<file path="src/rtl/decode_ctrl_stage.sv">
// decode_ctrl_stage: RV64I decode with optional Zba and M, illegal-instruction
// detection, an ID/EX control register with stall/flush, and a down-counter
// that keeps multi-cycle MUL/DIV ops in EX while freezing the front end.
module decode_ctrl_stage #(
    parameter bit          EN_ZBA  = 1'b1,
    parameter bit          EN_M    = 1'b1,
    parameter int unsigned MUL_LAT = 3,
    parameter int unsigned DIV_LAT = 33,
    parameter int unsigned CNT_W   = 6
) (
    input  logic        clk,
    input  logic        rst,
    input  logic [31:0] instr_i,
    input  logic        valid_i,
    input  logic        stall_i,
    input  logic        flush_i,
    output logic        e_valid,
    output logic [1:0]  e_ResultSrc,
    output logic        e_MemWrite,
    output logic        e_ALUSrc,
    output logic        e_RegWrite,
    output logic        e_Branch,
    output logic        e_Jump,
    output logic        e_is_jalr,
    output logic [2:0]  e_ImmSrc,
    output logic [4:0]  e_ALUControl,
    output logic        e_illegal,
    output logic        md_busy,
    output logic        stall_o
);

    localparam logic [6:0] OPC_LOAD     = 7'b0000011;
    localparam logic [6:0] OPC_STORE    = 7'b0100011;
    localparam logic [6:0] OPC_OP       = 7'b0110011;
    localparam logic [6:0] OPC_OP32     = 7'b0111011;
    localparam logic [6:0] OPC_OPIMM    = 7'b0010011;
    localparam logic [6:0] OPC_OPIMM32  = 7'b0011011;
    localparam logic [6:0] OPC_LUI      = 7'b0110111;
    localparam logic [6:0] OPC_AUIPC    = 7'b0010111;
    localparam logic [6:0] OPC_BRANCH   = 7'b1100011;
    localparam logic [6:0] OPC_JAL      = 7'b1101111;
    localparam logic [6:0] OPC_JALR     = 7'b1100111;

    localparam logic [2:0] IMM_I = 3'b000;
    localparam logic [2:0] IMM_S = 3'b001;
    localparam logic [2:0] IMM_B = 3'b010;
    localparam logic [2:0] IMM_U = 3'b011;
    localparam logic [2:0] IMM_J = 3'b100;

    localparam logic [4:0] ALU_ADD    = 5'b00000;
    localparam logic [4:0] ALU_SUB    = 5'b00001;
    localparam logic [4:0] ALU_AND    = 5'b00010;
    localparam logic [4:0] ALU_OR     = 5'b00011;
    localparam logic [4:0] ALU_XOR    = 5'b00100;
    localparam logic [4:0] ALU_SLL    = 5'b00101;
    localparam logic [4:0] ALU_SRL    = 5'b00110;
    localparam logic [4:0] ALU_SRA    = 5'b00111;
    localparam logic [4:0] ALU_ADDW   = 5'b01000;
    localparam logic [4:0] ALU_SUBW   = 5'b01001;
    localparam logic [4:0] ALU_SLT    = 5'b01010;
    localparam logic [4:0] ALU_SLTU   = 5'b01011;
    localparam logic [4:0] ALU_SLLW   = 5'b01100;
    localparam logic [4:0] ALU_SRLW   = 5'b01101;
    localparam logic [4:0] ALU_SRAW   = 5'b01110;
    localparam logic [4:0] ALU_SH1ADD = 5'b10000;
    localparam logic [4:0] ALU_SH2ADD = 5'b10001;
    localparam logic [4:0] ALU_SH3ADD = 5'b10010;
    localparam logic [4:0] ALU_ADDUW  = 5'b10011;
    localparam logic [4:0] ALU_SH1UW  = 5'b10100;
    localparam logic [4:0] ALU_SH2UW  = 5'b10101;
    localparam logic [4:0] ALU_SH3UW  = 5'b10110;

    // Counter preload is LAT-1: the load cycle itself is the first EX cycle.
    localparam logic [CNT_W-1:0] MUL_CNT = CNT_W'(MUL_LAT - 1);
    localparam logic [CNT_W-1:0] DIV_CNT = CNT_W'(DIV_LAT - 1);

    typedef struct packed {
        logic       valid;
        logic [1:0] result_src;
        logic       mem_write;
        logic       alu_src;
        logic       reg_write;
        logic       branch;
        logic       jump;
        logic       is_jalr;
        logic [2:0] imm_src;
        logic [4:0] alu_control;
        logic       illegal;
    } ctrl_t;

    logic [6:0]       opcode;
    logic [2:0]       funct3;
    logic [6:0]       funct7;
    logic             legal;
    logic             is_mul;
    logic             is_div;
    ctrl_t            dec;
    ctrl_t            ex_q;
    logic [CNT_W-1:0] cnt;
    logic             unused_fields;

    assign opcode = instr_i[6:0];
    assign funct3 = instr_i[14:12];
    assign funct7 = instr_i[31:25];

    // Register numbers and immediates are handled in other stages.
    assign unused_fields = ^{instr_i[24:15], instr_i[11:7]};

    // Decode instr_i into a control bundle; illegal encodings collapse to valid+illegal only.
    always_comb begin
        dec    = '0;
        legal  = 1'b0;
        is_mul = 1'b0;
        is_div = 1'b0;
        case (opcode)
            OPC_LOAD: begin
                legal           = (funct3 != 3'b111);
                dec.result_src  = 2'b01;
                dec.alu_src     = 1'b1;
                dec.reg_write   = 1'b1;
                dec.imm_src     = IMM_I;
                dec.alu_control = ALU_ADD;
            end
            OPC_STORE: begin
                legal           = !funct3[2];
                dec.mem_write   = 1'b1;
                dec.alu_src     = 1'b1;
                dec.imm_src     = IMM_S;
                dec.alu_control = ALU_ADD;
            end
            OPC_OP: begin
                dec.reg_write = 1'b1;
                case (funct7)
                    7'b0000000: begin
                        legal = 1'b1;
                        case (funct3)
                            3'b000:  dec.alu_control = ALU_ADD;
                            3'b001:  dec.alu_control = ALU_SLL;
                            3'b010:  dec.alu_control = ALU_SLT;
                            3'b011:  dec.alu_control = ALU_SLTU;
                            3'b100:  dec.alu_control = ALU_XOR;
                            3'b101:  dec.alu_control = ALU_SRL;
                            3'b110:  dec.alu_control = ALU_OR;
                            default: dec.alu_control = ALU_AND;
                        endcase
                    end
                    7'b0100000: begin
                        if (funct3 == 3'b000) begin
                            legal = 1'b1;
                            dec.alu_control = ALU_SUB;
                        end else if (funct3 == 3'b101) begin
                            legal = 1'b1;
                            dec.alu_control = ALU_SRA;
                        end
                    end
                    7'b0010000: begin
                        if (EN_ZBA) begin
                            case (funct3)
                                3'b010:  begin legal = 1'b1; dec.alu_control = ALU_SH1ADD; end
                                3'b100:  begin legal = 1'b1; dec.alu_control = ALU_SH2ADD; end
                                3'b110:  begin legal = 1'b1; dec.alu_control = ALU_SH3ADD; end
                                default: legal = 1'b0;
                            endcase
                        end
                    end
                    7'b0000001: begin
                        if (EN_M) begin
                            legal           = 1'b1;
                            dec.alu_control = {2'b11, funct3};
                            is_mul          = !funct3[2];
                            is_div          = funct3[2];
                        end
                    end
                    default: legal = 1'b0;
                endcase
            end
            OPC_OP32: begin
                dec.reg_write = 1'b1;
                case (funct7)
                    7'b0000000: begin
                        case (funct3)
                            3'b000:  begin legal = 1'b1; dec.alu_control = ALU_ADDW; end
                            3'b001:  begin legal = 1'b1; dec.alu_control = ALU_SLLW; end
                            3'b101:  begin legal = 1'b1; dec.alu_control = ALU_SRLW; end
                            default: legal = 1'b0;
                        endcase
                    end
                    7'b0100000: begin
                        if (funct3 == 3'b000) begin
                            legal = 1'b1;
                            dec.alu_control = ALU_SUBW;
                        end else if (funct3 == 3'b101) begin
                            legal = 1'b1;
                            dec.alu_control = ALU_SRAW;
                        end
                    end
                    7'b0000100: begin
                        if (EN_ZBA && funct3 == 3'b000) begin
                            legal = 1'b1;
                            dec.alu_control = ALU_ADDUW;
                        end
                    end
                    7'b0010000: begin
                        if (EN_ZBA) begin
                            case (funct3)
                                3'b010:  begin legal = 1'b1; dec.alu_control = ALU_SH1UW; end
                                3'b100:  begin legal = 1'b1; dec.alu_control = ALU_SH2UW; end
                                3'b110:  begin legal = 1'b1; dec.alu_control = ALU_SH3UW; end
                                default: legal = 1'b0;
                            endcase
                        end
                    end
                    default: legal = 1'b0;
                endcase
            end
            OPC_OPIMM: begin
                dec.alu_src   = 1'b1;
                dec.reg_write = 1'b1;
                dec.imm_src   = IMM_I;
                case (funct3)
                    3'b000: begin legal = 1'b1; dec.alu_control = ALU_ADD;  end
                    3'b010: begin legal = 1'b1; dec.alu_control = ALU_SLT;  end
                    3'b011: begin legal = 1'b1; dec.alu_control = ALU_SLTU; end
                    3'b100: begin legal = 1'b1; dec.alu_control = ALU_XOR;  end
                    3'b110: begin legal = 1'b1; dec.alu_control = ALU_OR;   end
                    3'b111: begin legal = 1'b1; dec.alu_control = ALU_AND;  end
                    3'b001: begin
                        legal = (instr_i[31:26] == 6'b000000);
                        dec.alu_control = ALU_SLL;
                    end
                    default: begin
                        legal = (instr_i[31:26] == 6'b000000) || (instr_i[31:26] == 6'b010000);
                        dec.alu_control = instr_i[30] ? ALU_SRA : ALU_SRL;
                    end
                endcase
            end
            OPC_OPIMM32: begin
                dec.alu_src   = 1'b1;
                dec.reg_write = 1'b1;
                dec.imm_src   = IMM_I;
                case (funct3)
                    3'b000: begin legal = 1'b1; dec.alu_control = ALU_ADDW; end
                    3'b001: begin
                        legal = (funct7 == 7'b0000000);
                        dec.alu_control = ALU_SLLW;
                    end
                    3'b101: begin
                        legal = (funct7 == 7'b0000000) || (funct7 == 7'b0100000);
                        dec.alu_control = funct7[5] ? ALU_SRAW : ALU_SRLW;
                    end
                    default: legal = 1'b0;
                endcase
            end
            OPC_LUI: begin
                legal          = 1'b1;
                dec.result_src = 2'b11;
                dec.reg_write  = 1'b1;
                dec.imm_src    = IMM_U;
            end
            OPC_AUIPC: begin
                legal         = 1'b1;
                dec.alu_src   = 1'b1;
                dec.reg_write = 1'b1;
                dec.imm_src   = IMM_U;
            end
            OPC_BRANCH: begin
                dec.branch  = 1'b1;
                dec.imm_src = IMM_B;
                case (funct3)
                    3'b000, 3'b001: begin legal = 1'b1; dec.alu_control = ALU_SUB;  end
                    3'b100, 3'b101: begin legal = 1'b1; dec.alu_control = ALU_SLT;  end
                    3'b110, 3'b111: begin legal = 1'b1; dec.alu_control = ALU_SLTU; end
                    default:        legal = 1'b0;
                endcase
            end
            OPC_JAL: begin
                legal          = 1'b1;
                dec.result_src = 2'b10;
                dec.reg_write  = 1'b1;
                dec.jump       = 1'b1;
                dec.imm_src    = IMM_J;
            end
            OPC_JALR: begin
                legal           = (funct3 == 3'b000);
                dec.result_src  = 2'b10;
                dec.alu_src     = 1'b1;
                dec.reg_write   = 1'b1;
                dec.jump        = 1'b1;
                dec.is_jalr     = 1'b1;
                dec.imm_src     = IMM_I;
                dec.alu_control = ALU_ADD;
            end
            default: legal = 1'b0;
        endcase
        if (!legal) begin
            dec         = '0;
            dec.illegal = 1'b1;
            is_mul      = 1'b0;
            is_div      = 1'b0;
        end
        dec.valid = 1'b1;
    end

    assign md_busy = (cnt != '0);
    assign stall_o = stall_i | md_busy;

    // ID/EX register and MUL/DIV occupancy counter: reset, then flush, then stall, then load.
    always_ff @(posedge clk) begin
        if (rst) begin
            ex_q <= '0;
            cnt  <= '0;
        end else if (flush_i) begin
            ex_q <= '0;
            cnt  <= '0;
        end else if (stall_o) begin
            if (cnt != '0) begin
                cnt <= cnt - CNT_W'(1);
            end
        end else if (valid_i) begin
            ex_q <= dec;
            if (is_mul) begin
                cnt <= MUL_CNT;
            end else if (is_div) begin
                cnt <= DIV_CNT;
            end else begin
                cnt <= '0;
            end
        end else begin
            ex_q <= '0;
            cnt  <= '0;
        end
    end

    assign e_valid      = ex_q.valid;
    assign e_ResultSrc  = ex_q.result_src;
    assign e_MemWrite   = ex_q.mem_write;
    assign e_ALUSrc     = ex_q.alu_src;
    assign e_RegWrite   = ex_q.reg_write;
    assign e_Branch     = ex_q.branch;
    assign e_Jump       = ex_q.jump;
    assign e_is_jalr    = ex_q.is_jalr;
    assign e_ImmSrc     = ex_q.imm_src;
    assign e_ALUControl = ex_q.alu_control;
    assign e_illegal    = ex_q.illegal;

endmodule

</file>
<file path="config.mk">
export PLATFORM = sky130hd
export DESIGN_NAME = decode_ctrl_stage
export DESIGN_NICKNAME = d
export VERILOG_FILES = /design/src/rtl/decode_ctrl_stage.sv
export SDC_FILE = /design/constraint.sdc
export NUM_CORES = 1
export LEC_CHECK = 0
export BUFFER_PORTS_ARGS = -buffer_cell sky130_fd_sc_hd__buf_2
export CAP_MARGIN = 10
export CORE_MARGIN = 2
export CORE_UTILIZATION = 57
export CTS_BUF_LIST = sky130_fd_sc_hd__clkbuf_8
export CTS_CLUSTER_DIAMETER = 60
export DETAILED_ROUTE_END_ITERATION = 6
export PLACE_DENSITY = 0.93
export SLEW_MARGIN = 20
export SYNTH_ARGS = -nofsm -noshare
export SYNTH_HDL_FRONTEND = slang
export SYNTH_SLANG_ARGS = --single-unit
</file>
<file path="constraint.sdc">
create_clock -name clk -period 5.2 [get_ports clk]
set_clock_uncertainty 0.15 [all_clocks]
set_input_delay 0.78 -clock clk [delete_from_list [all_inputs] [get_ports clk]]
set_output_delay 0.78 -clock clk [all_outputs]
set_load 0.1 [all_outputs]
</file>
## Word level (Yosys, flattened, before mapping)

Index checks and enable logic that the tools add are counted.

- Bits of input ports: 37
- Logic and storage cells: 109
- Register bits after elaboration: 24

- Equal/unequal tests: 25
- Multiplexer cells: 49
- Reduce and logical (&&, ||, !) cells: 21
- Add/sub/neg operators: 1
- Bitwise logic cells: 1

Operators by type and width:

| operator | count |
|---|---|
| 4-bit one-hot mux with 7 select lines | 2 |
| 5-bit one-hot mux with 4 select lines | 2 |
| 4-bit one-hot mux with 3 select lines | 3 |
| 7-bit by 6-bit == test with 1-bit output (second input constant) | 5 |
| 6-bit two-way mux | 5 |
| 5-bit one-hot mux with 3 select lines | 2 |
| 7-bit by 5-bit == test with 1-bit output (second input constant) | 4 |
| 5-bit one-hot mux with 5 select lines | 1 |
| 7-bit == test (second input constant) | 3 |
| 1-bit two-way mux | 19 |
| 18-bit two-way mux | 1 |
| 6-bit OR reduction | 3 |
| 17-bit two-way mux | 1 |
| 2-bit OR reduction | 7 |
| 3-bit == test (second input constant) | 4 |
| 3-bit one-hot mux with 4 select lines | 1 |
| 1-bit one-hot mux with 9 select lines | 1 |
| 3-bit OR reduction | 3 |
| 9-bit OR reduction | 1 |
| 4-bit two-way mux | 2 |
| 7-bit by 1-bit == test with 1-bit output (second input constant) | 1 |
| 7-bit by 2-bit == test with 1-bit output (second input constant) | 1 |
| 7-bit by 3-bit == test with 1-bit output (second input constant) | 1 |
| 7-bit logical NOT | 1 |
| 19 further kinds | 23 |

## Longest topological paths before layout

Gate-level depths: netlist of run 1.

- Word-level depth: 10
- Depth in mapped cells: 9

## Least setup slack after synthesis of run 1

OpenSTA, ideal clock, no wires.

- Path type: reg-to-output
- Start point: reg cnt[0]
- End point: out md_busy
- Arrival time: 1.806 ns
- Buffers on the path: 1
- Path slack: 2.464 ns
- Stages on the path, launching flop included: 5
- Cell sequence: dfxtp_1 > inv_1 > ha_1 > or3b_2 > clkbuf_1

- Longest elaborated chain between the ends: 1

RTL lines:

| item | RTL line | source |
|---|---|---|
| start, declared | 99 | `logic [CNT_W-1:0] cnt;` |
| start signal, assigned | 317 | `cnt <= cnt - CNT_W'(1);` |
| 6-bit nonzero test | 304 | `assign md_busy = (cnt != '0);` |
| end, declared | 28 | `output logic md_busy,` |

Every way passes these cells.

## Final worst setup path of run 1

- Start point: in instr_i[12]
- End point: reg ex_q, in the netlist e_MemWrite

- Longest elaborated chain between the ends: 7
- Elaborated cells on any way between the ends: 26
- Those cells by class: eq/ne: 8; mux: 13; reduce/logical: 5

RTL lines:

| item | RTL line | source |
|---|---|---|
| start, declared | 13 | `input logic [31:0] instr_i,` |
| 3-bit == test (tied with other cells) | -- |  |
| 3-bit OR reduction (no line) / 1-bit two-way mux (equally long branches) | -- |  |
| 1-bit two-way mux, on equally long branches | -- |  |
| 1-bit one-hot mux with 4 select lines / 1-bit one-hot mux with 3 select lines (equally long branches) | 179, 133 |  |
| 1-bit one-hot mux with 9 select lines * | 115 | `case (opcode)` |
| 17-bit two-way mux * | 295 | `if (!legal) begin` |
| 18-bit two-way mux * | 319 | `end else if (valid_i) begin` |
| end signal, assigned | 310 | `ex_q <= '0;` |
| end signal, assigned | 320 | `ex_q <= dec;` |
| end signal, assigned | 329 | `ex_q <= '0;` |
| end, declared | 98 | `ctrl_t ex_q;` |

Mark *: on every way between the ends. The rest lies on a longest branch, timed or not.
A chain may end at the register's enable or synchronous reset.

==> flow_summary_export.csv, run 1 <==
group,metric,value,unit
sta,period_minus_slack,3.010,ns
detailed_routing,via_per_inst,6.192,
pwr,leakagePower,0.8340,nW
placement,gp_congestion,0.9202,
yosys,synth_area_leaders,"dfxtp_1 (24%), nand2_1 (5.9%), nor2_1 (4.5%)",
sta,slew_viol_final,0,
yosys,yosysWarnings,0,
sta,rsz0062_at_grt,"no",
detailed_routing,wl_per_cell,14.18,um
critical_path,worstPathRequired,5.19,ns
sta,slew_headroom,0.4837,
critical_path,reg2reg_depth,5,
critical_path,worstPathCellList,"buf_2, nor2b_1, a2111oi_0, a22oi_1, nand4_1, o21bai_2, o21ai_1",
critical_path,path_max_fanout,19,
detailed_routing,ant_nets,0,
critical_path,reg2reg_from,"cnt[4]",
clocking,hold_buffers,0,
yosys,ys_seq_elements,24,
yosys,synthArstFlopShare,0,
yosys,yosys.cell_types.count,61,
cells_and_area,insertedDiodeCount,0,
global_routing,grt_use_total,0.2522,
clocking,numClockSinks,24,
global_routing,grt_first_pass_wirelength,8266,um
yosys,post-synth-top-count-cell,"nand2_1",
cells_and_area,final_nets,340,
clocking,tritoncts,"yes",
placement,port_buffers,41,
global_routing,grt_max_degree,25,
floorplan,rows,21,
critical_path,arrival,3.00,ns
cells_and_area,syn_to_final_growth,12.71,%
floorplan,io_pins,57,
critical_path,crit_path_start_kind,"input port",
clocking,clockBufferDepth,2,
sta,fin_crit_sh,0.5789,
critical_path,rr_endpoint,"e_is_jalr",
global_routing,grt_pass1_vias,1917,
yosys,avgSynthCellArea,7.309,sq um
clocking,cts-htree-levels,1,
yosys,syn_nets,314,
flow_run,cap_viol_max_count,0,
detailed_routing,drc_errors,0,
min_path,min_path_type,"register to register",
sta,finalHoldViolations,0,
clocking,path_clk_slew,0.09,ns
yosys,synth_top_area_cell,"dfxtp_1",
yosys,ys_seq_area_frac,0.2417,
yosys,syn_inst,272,
placement,place_inst,339,
sta,setup_slack,2.190,ns
cells_and_area,drive_above_1_share,0.2290,
clocking,numCtsBuffers,3,
floorplan,die-area,0.003977,sq mm
min_path,hold_start,"e_Branch",
clocking,root_buffer,"clkbuf_8",
yosys,synth_edf_count,0,
clocking,post_cts_resized,0,
sta,fmax,0.3322,GHz
pwr,p_per_area,380.1,mW/mm^2
global_routing,antenna_found_initial,0,
floorplan,die_w,63.06,um
cells_and_area,fin_cells,343,
critical_path,max_stage_delay,0.58,ns
critical_path,crit_type,"input port to register",
sta,worstMarginPinSlew,0.7680,ns
critical_path,slowest_stage,"o21bai_2",
sta,finalSetupTns,0,ns
run_status,status,"finished, final reports clean",
cells_and_area,n_fill_cell,291,
yosys,yosys-top-cells-count,"nand2_1 (31), dfxtp_1 (24), nor2_1 (24)",
min_path,holdPathStages,2,
global_routing,grt_overflow,0,
yosys,synth_ff_type,"dfxtp_1",
clocking,worstSkewPairLatency,0.27,ns
pwr,vdd_drop_max,0.1997,mV
placement,dp_worst_setup_slack,1.956,ns
critical_path,end_kind,"register",
floorplan,start_util,0.5958,
floorplan,die_h,63.06,um
detailed_routing,num_vias,2124,
yosys,yosysTopAreaCellShare,0.2417,
floorplan,design.core.area,0.003337,sq mm
placement,hpwl,3719,um
sta,setup-violations-final,0,
min_path,min_to,"e_Branch",
critical_path,critical_path_buf_inv_count,1,
detailed_routing,wirelength,4865,um
detailed_routing,firstDrtPassIters,5,
critical_path,reg2reg_slack,2.66,ns
clocking,cts_setup_buffers,0,
detailed_routing,drtIter0Drc,110,
critical_path,cp_top_family,"compound AO/OA/AOI/OAI gates",
yosys,syn_area,0.001988,sq mm
power breakdown:
part	switching [W]	internal, W
Combinational	0.000338	0.000131
Clock	0.0000605	0.000103
Sequential	0.0000172	0.000202
layout make-up:
| type | count | area (sq um) | area share |
|---|---|---|---|
| Tap cell | 46 | 57.56 | 0.02568 |
| Clock inverter | 1 | 30.03 | 0.01340 |
| Sequential cell | 24 | 480.5 | 0.2144 |
| Clock buffer | 3 | 41.29 | 0.01843 |
| Timing Repair Buffer | 41 | 205.2 | 0.09157 |
| Inverter | 13 | 48.80 | 0.02178 |
| Multi-Input combinational cell | 215 | 1378 | 0.6147 |
cells by family (layout without fill, tap and decap cells):
logic type,count (synthesis),count (layout),share of synthesized area
flops,24,24,0.2417
xor+xnor,4,4,0.01762
mux,3,3,0.01573
buf+inv,33,58,0.06671
compound gates,81,81,0.2895
fa+ha+maj,5,5,0.03147
simple gates,122,122,0.3373
metal layers:
metal,share of wire,GRT usage,up-vias
met2,0.47,0.4309,111
met1,0.42,0.3174,953
met5,0,0,-
met3,0.070,0.01964,17
li1,-,-,1043
met4,0.033,0.1278,0
sequential cells by signal, indices dropped and copies added (netlist names):
register,flops
e_valid,1
e_Branch,1
e_RegWrite,1
cnt,6
e_ALUControl,5
e_Jump,1
e_MemWrite,1
e_ImmSrc,3
e_ResultSrc,2
e_illegal,1
e_is_jalr,1
e_ALUSrc,1
through the flow:
step	cell area [sq um]	hold slack [ns]	total power (W)	util
5_1_grt	2241	0.3115	0.0009032	0.6715
4_1_cts	2238	0.3026	0.0008504	0.6708
3_3_place_gp	2167	0.2762	0.0006739	0.6494
6_report	2241	0.3015	0.0008519	0.6715
2_1_floorplan	1988	0.3232	0.0006217	-
3_5_place_dp	2167	0.2909	0.0006846	0.6494
worst max path at each step:
stage                 from     endpoint  slack (ns)  cells after the start
2_1_floorplan       cnt[0]      md_busy        2.46                      4
3_3_place_gp   instr_i[12]  e_ImmSrc[0]        2.00                      7
3_5_place_dp   instr_i[29]    e_is_jalr        1.96                      7
4_1_cts        instr_i[29]    e_is_jalr        2.24                      7
5_1_grt        instr_i[12]  e_ImmSrc[0]        2.03                      7
6_report       instr_i[12]   e_MemWrite        2.19                      7
worst register-to-register path, cell delays in order (launching register included):
cell	delay, ns
dfxtp_1	0.32
or3_1	0.42
nor4b_2	0.60
nand3_1	0.28
o21bai_2	0.41
o31ai_1	0.27
layout by cell type (no fill, tap or decap), types with 3 or more instances in the layout:
cell type	n
a2111oi_0	3
a21boi_0	3
a21oi_1	14
a311oi_1	3
a31oi_1	3
buf_2	41
clkbuf_8	3
dfxtp_1	24
ha_1	5
inv_1	13
nand2_1	31
nand2b_1	4
nand3_1	9
nand3b_1	3
nor2_1	23
nor2b_1	6
nor3_1	10
nor3b_1	3
nor4_1	4
o21ai_0	12
o21ai_1	9
o21ai_2	8
o31ai_1	5
or2_2	3
or3_1	5
xor2_1	3
Note: power is estimated with default switching activity, not from simulation.
==> inputs of run 2 (changes only) <==
CORE_UTILIZATION = 49   (was 57)
PLACE_DENSITY = 0.86   (was 0.93)
clock period = 2.5 ns   (was 5.2 ns; I/O delays follow)
==> flow_summary_export.csv, run 2 (synthesis gave the netlist of run 1 again) <==
group,metric,value,unit
clocking,cts-htree-levels,1,
cells_and_area,drive_above_1_share,0.2923,
placement,place_inst,371,
sta,fmax,0.4150,GHz
sta,finalHoldViolations,0,
sta,fin_crit_sh,0.9638,
sta,worstMarginPinSlew,0.6753,ns
floorplan,die_h,67.70,um
sta,rsz0062_at_grt,"no",
cells_and_area,final_cell_mix,"buf_2 (40), nand2_1 (31), buf_4 (29)",
global_routing,grt_first_pass_wirelength,8135,um
pwr,p_per_area,744.5,mW/mm^2
cells_and_area,fin_util,0.6230,
cells_and_area,insertedDiodeCount,0,
detailed_routing,via_per_inst,5.789,
detailed_routing,num_vias,2171,
placement,hpwl,4123,um
min_path,min_path_type,"input port to register",
critical_path,arrival,1.88,ns
run_status,status,"finished, final reports clean",
cells_and_area,stdcell_area,0.002456,sq mm
detailed_routing,wl_per_cell,13.88,um
global_routing,grt_pass1_vias,1891,
critical_path,max_stage_delay,0.59,ns
sta,slew_headroom,0.5481,
placement,gp_congestion,0.9951,
cells_and_area,largest_reg_flops,6,
floorplan,io_pins,57,
clocking,worstSkewPairLatency,0.26,ns
placement,place_area,0.002382,sq mm
placement,port_buffers,41,
critical_path,worstPathCellList,"or3_1, or3b_2, buf_4",
sta,period_minus_slack,2.409,ns
floorplan,die-area,0.004583,sq mm
cells_and_area,syn_to_final_growth,23.54,%
clocking,cts_setup_buffers,0,
critical_path,critical_path_buf_inv_count,1,
critical_path,cp_top_family,"simple AND/OR/NAND/NOR gates",
pwr,vdd_drop_max,0.7349,mV
critical_path,crit_type,"register to output pin",
floorplan,die_w,67.70,um
detailed_routing,wirelength,5206,um
critical_path,worstPathRequired,1.98,ns
critical_path,end_kind,"output pin",
global_routing,grt_max_degree,17,
floorplan,design.core.area,0.003943,sq mm
sta,setup-violations-final,0,
detailed_routing,drtIter0Drc,91,
global_routing,grt_use_total,0.2270,
clocking,path_clk_slew,0.08,ns
clocking,numClockSinks,24,
cells_and_area,top_register,"cnt",
global_routing,antenna_found_initial,0,
critical_path,slowest_stage,"or3b_2",
floorplan,start_util,0.5043,
clocking,root_buffer,"clkbuf_8",
cells_and_area,final_nets,368,
floorplan,rows,23,
sta,setup_slack,0.09061,ns
detailed_routing,drc_errors,0,
critical_path,crit_path_start_kind,"register",
global_routing,grt_overflow,0,
clocking,numCtsBuffers,3,
cells_and_area,layout_commonest_cell,"buf_2",
critical_path,path_max_fanout,8,
placement,dp_worst_setup_slack,-0.02009,ns
sta,slew_viol_final,0,
pwr,leakagePower,0.9694,nW
clocking,clockBufferDepth,2,
flow_run,cap_viol_max_count,0,
detailed_routing,ant_nets,0,
clocking,tritoncts,"yes",
detailed_routing,firstDrtPassIters,5,
cells_and_area,fin_cells,375,
-- run 2: routing by layer --
metal	up-vias	global-route usage	routed length (um)
li1	1100	-	-
met1	978	0.2954	2358
met2	85	0.3701	2447
met3	8	0.02000	306
met4	0	0.1173	95
met5	-	0	0
-- run 2: layout make-up --
type                    instances  area (sq um)
clock inverters                 1         30.03
repair buffers                 69         417.9
inverters                      13         48.80
well taps                      50         62.56
multi-input cells             215          1375
flip-flops and latches         24         480.5
clock buffers                   3         41.29
fillers                       341          1486
-- run 2: timing repair --
item | in CTS | in global routing
hold buffers | 0 | 0
endpoints found under the setup margin | 0 | 1
resized for setup | 0 | 2
-- run 2: worst register-to-register path, delay by kind of cell (launching register included) --
kind / cells / cell delay [ns]
fa+ha+maj: 1 / 0.25
compound gates: 1 / 0.07
flops: 1 / 0.42
buf+inv: 3 / 0.50
simple gates: 3 / 0.77
-- run 2: final timing paths --
kind | to | cells after the start | slack, ns | from
max | md_busy | 3 | 0.09 | cnt[4]
min | e_RegWrite | 3 | 0.24 | instr_i[0]
max reg2reg | e_ALUControl[2] | 8 | 0.28 | cnt[0]
min reg2reg | e_RegWrite | 2 | 0.30 | e_RegWrite
-- run 2: where the power goes --
part	leakage (nW)	switching (W)	total [W]	internal [W]
registers	0.194	0.0000385	0.000460	0.000421
clock network	0.0357	0.000121	0.000335	0.000214
logic	0.740	0.000712	0.00103	0.000322
total	0.969	0.000871	0.00183	0.000958
-- run 2: through the flow --
stage          hold slack [ns]  setup TNS (ns)  total power [W]
2_1_floorplan           0.3232               0         0.001295
3_3_place_gp            0.2772               0         0.001442
3_5_place_dp            0.2869        -0.04772         0.001472
4_1_cts                 0.2400               0         0.001820
5_1_grt                 0.2664               0         0.001945
6_report                0.2430               0         0.001829
==> inputs of run 3 (changes only) <==
--- a/constraint.sdc
+++ b/constraint.sdc
@@ -3,3 +3,3 @@
 set_input_delay 0.375 -clock clk [delete_from_list [all_inputs] [get_ports clk]]
 set_output_delay 0.375 -clock clk [all_outputs]
-set_load 0.1 [all_outputs]
+set_load 0.05 [all_outputs]
==> flow_summary_export.csv, run 3 (synthesis gave the netlist of run 1 again) <==
group,metric,value,unit
run_status,status,"finished, final reports clean",
detailed_routing,wl_per_cell,13.67,um
floorplan,rows,23,
clocking,post_cts_resized,0,
detailed_routing,via_per_inst,5.848,
critical_path,rr_endpoint,"e_ResultSrc[1]",
placement,hpwl,3978,um
cells_and_area,largest_reg_flops,6,
cells_and_area,layout_commonest_cell,"buf_2",
global_routing,top_usage_layer,"met2",
clocking,numClockSinks,24,
global_routing,grt.met1_usage,0.3186,
pwr,leakagePower,0.9768,nW
sta,period_minus_slack,2.380,ns
global_routing,grt_use_total,0.2353,
critical_path,crit_path_start_kind,"register",
min_path,min_path_type,"input port to register",
sta,worstMarginPinSlew,0.5729,ns
cells_and_area,drive_above_1_share,0.2945,
critical_path,reg2reg_depth,6,
global_routing,grt_overflow,0,
floorplan,die_w,67.70,um
sta,fmax,0.4202,GHz
cells_and_area,top_register,"cnt",
clocking,path_clk_slew,0.08,ns
pwr,vdd_drop_max,0.4077,mV
cells_and_area,stdcell_area,0.002461,sq mm
sta,slew_viol_final,0,
clocking,cts_setup_buffers,0,
clocking,tritoncts,"yes",
sta,fin_crit_sh,0.9518,
sta,setup-violations-final,0,
cells_and_area,syn_to_final_growth,23.79,%
critical_path,arrival,1.85,ns
detailed_routing,drc_errors,0,
floorplan,die_h,67.70,um
clocking,root_buffer,"clkbuf_8",
global_routing,antenna_found_initial,0,
clocking,hold_buffers,0,
floorplan,start_util,0.5043,
clocking,clockBufferDepth,2,
sta,slew_headroom,0.6082,
floorplan,die-area,0.004583,sq mm
cells_and_area,final_nets,369,
critical_path,crit_path_start,"cnt[2]",
critical_path,reg2reg_from,"cnt[2]",
global_routing,met2_usage,0.3848,
critical_path,cp-endpoint,"md_busy",
detailed_routing,num_vias,2199,
clocking,worstSkewPairLatency,0.26,ns
global_routing,grt_max_degree,17,
pwr,p_per_area,664.6,mW/mm^2
cells_and_area,final_cell_mix,"buf_2 (41), nand2_1 (31), buf_4 (29)",
critical_path,crit_type,"register to output pin",
critical_path,path_max_fanout,8,
cells_and_area,insertedDiodeCount,0,
global_routing,grt_first_pass_wirelength,8549,um
detailed_routing,drtIter0Drc,149,
placement,port_buffers,41,
critical_path,end_kind,"output pin",
floorplan,design.core.area,0.003943,sq mm
cells_and_area,fin_util,0.6242,
detailed_routing,ant_nets,0,
floorplan,io_pins,57,
critical_path,reg2reg_slack,0.39,ns
flow_run,cap_viol_max_count,0,
placement,gp_congestion,0.8934,
clocking,cts-htree-levels,1,
detailed_routing,firstDrtPassIters,5,
sta,finalHoldViolations,0,
detailed_routing,wirelength,5141,um
clocking,numCtsBuffers,3,
global_routing,grt_pass1_vias,1974,
critical_path,worstPathRequired,1.98,ns
sta,rsz0062_at_grt,"no",
placement,place_area,0.002390,sq mm
global_routing,use_met3,0.01833,
==> run 3: cell types whose count changed in the layout (fill, tap and decap cells not counted), sizes merged <==
cell and delta:
buf +1
==> run 3: routing by layer <==
metal	wire, um	vias up	part of all wire
li1	-	1094	-
met1	2353	1024	0.46
met2	2433	75	0.47
met3	274	6	0.053
met4	80	0	0.016
met5	0	-	0
==> run 3: how the worst min path moves through the flow <==
| stage | from | to | depth (start not counted) |
|---|---|---|---|
| 3_5_place_dp | e_RegWrite | e_RegWrite | 2 |
| 2_1_floorplan | cnt[4] | cnt[4] | 2 |
| 6_report | instr_i[0] | e_ALUSrc | 3 |
| 3_3_place_gp | e_valid | e_valid | 2 |
| 4_1_cts | instr_i[0] | e_ALUSrc | 3 |
| 5_1_grt | instr_i[0] | e_RegWrite | 3 |
==> run 3: per-stage QoR <==
step           setup slack [ns]  std cells  total power [W]  setup TNS [ns]  hold WS (ns)
2_1_floorplan            0.2222        272         0.001112               0        0.3232
3_3_place_gp           0.009792        372         0.001278               0        0.2777
3_5_place_dp           -0.01473        372         0.001304        -0.04311        0.2874
4_1_cts                  0.1238        376         0.001640               0        0.2459
5_1_grt                 0.05602        376         0.001750               0        0.2691
6_report                 0.1204        376         0.001636               0        0.2528
==> run 3: where the power goes <==
group | total, W | switching [W] | internal (W) | leakage, nW
Clock | 0.000331 | 0.000118 | 0.000214 | 0.0357
Sequential | 0.000457 | 0.0000358 | 0.000421 | 0.194
Combinational | 0.000847 | 0.000536 | 0.000312 | 0.747
==> run 3: final cells by class <==
type / count / area (sq um)
timing repair buffer: 70 / 422.9
inverter: 13 / 48.80
tap: 50 / 62.56
multi-input combinational: 215 / 1375
sequential: 24 / 480.5
clock inverter: 1 / 30.03
clock buffer: 3 / 41.29
fill: 350 / 1481
==> run 3: worst max-delay path, stage by stage, from the launching register on <==
cell	delay [ns]
dfxtp_1	0.34
or3_1	0.41
or3b_2	0.59
buf_2	0.26
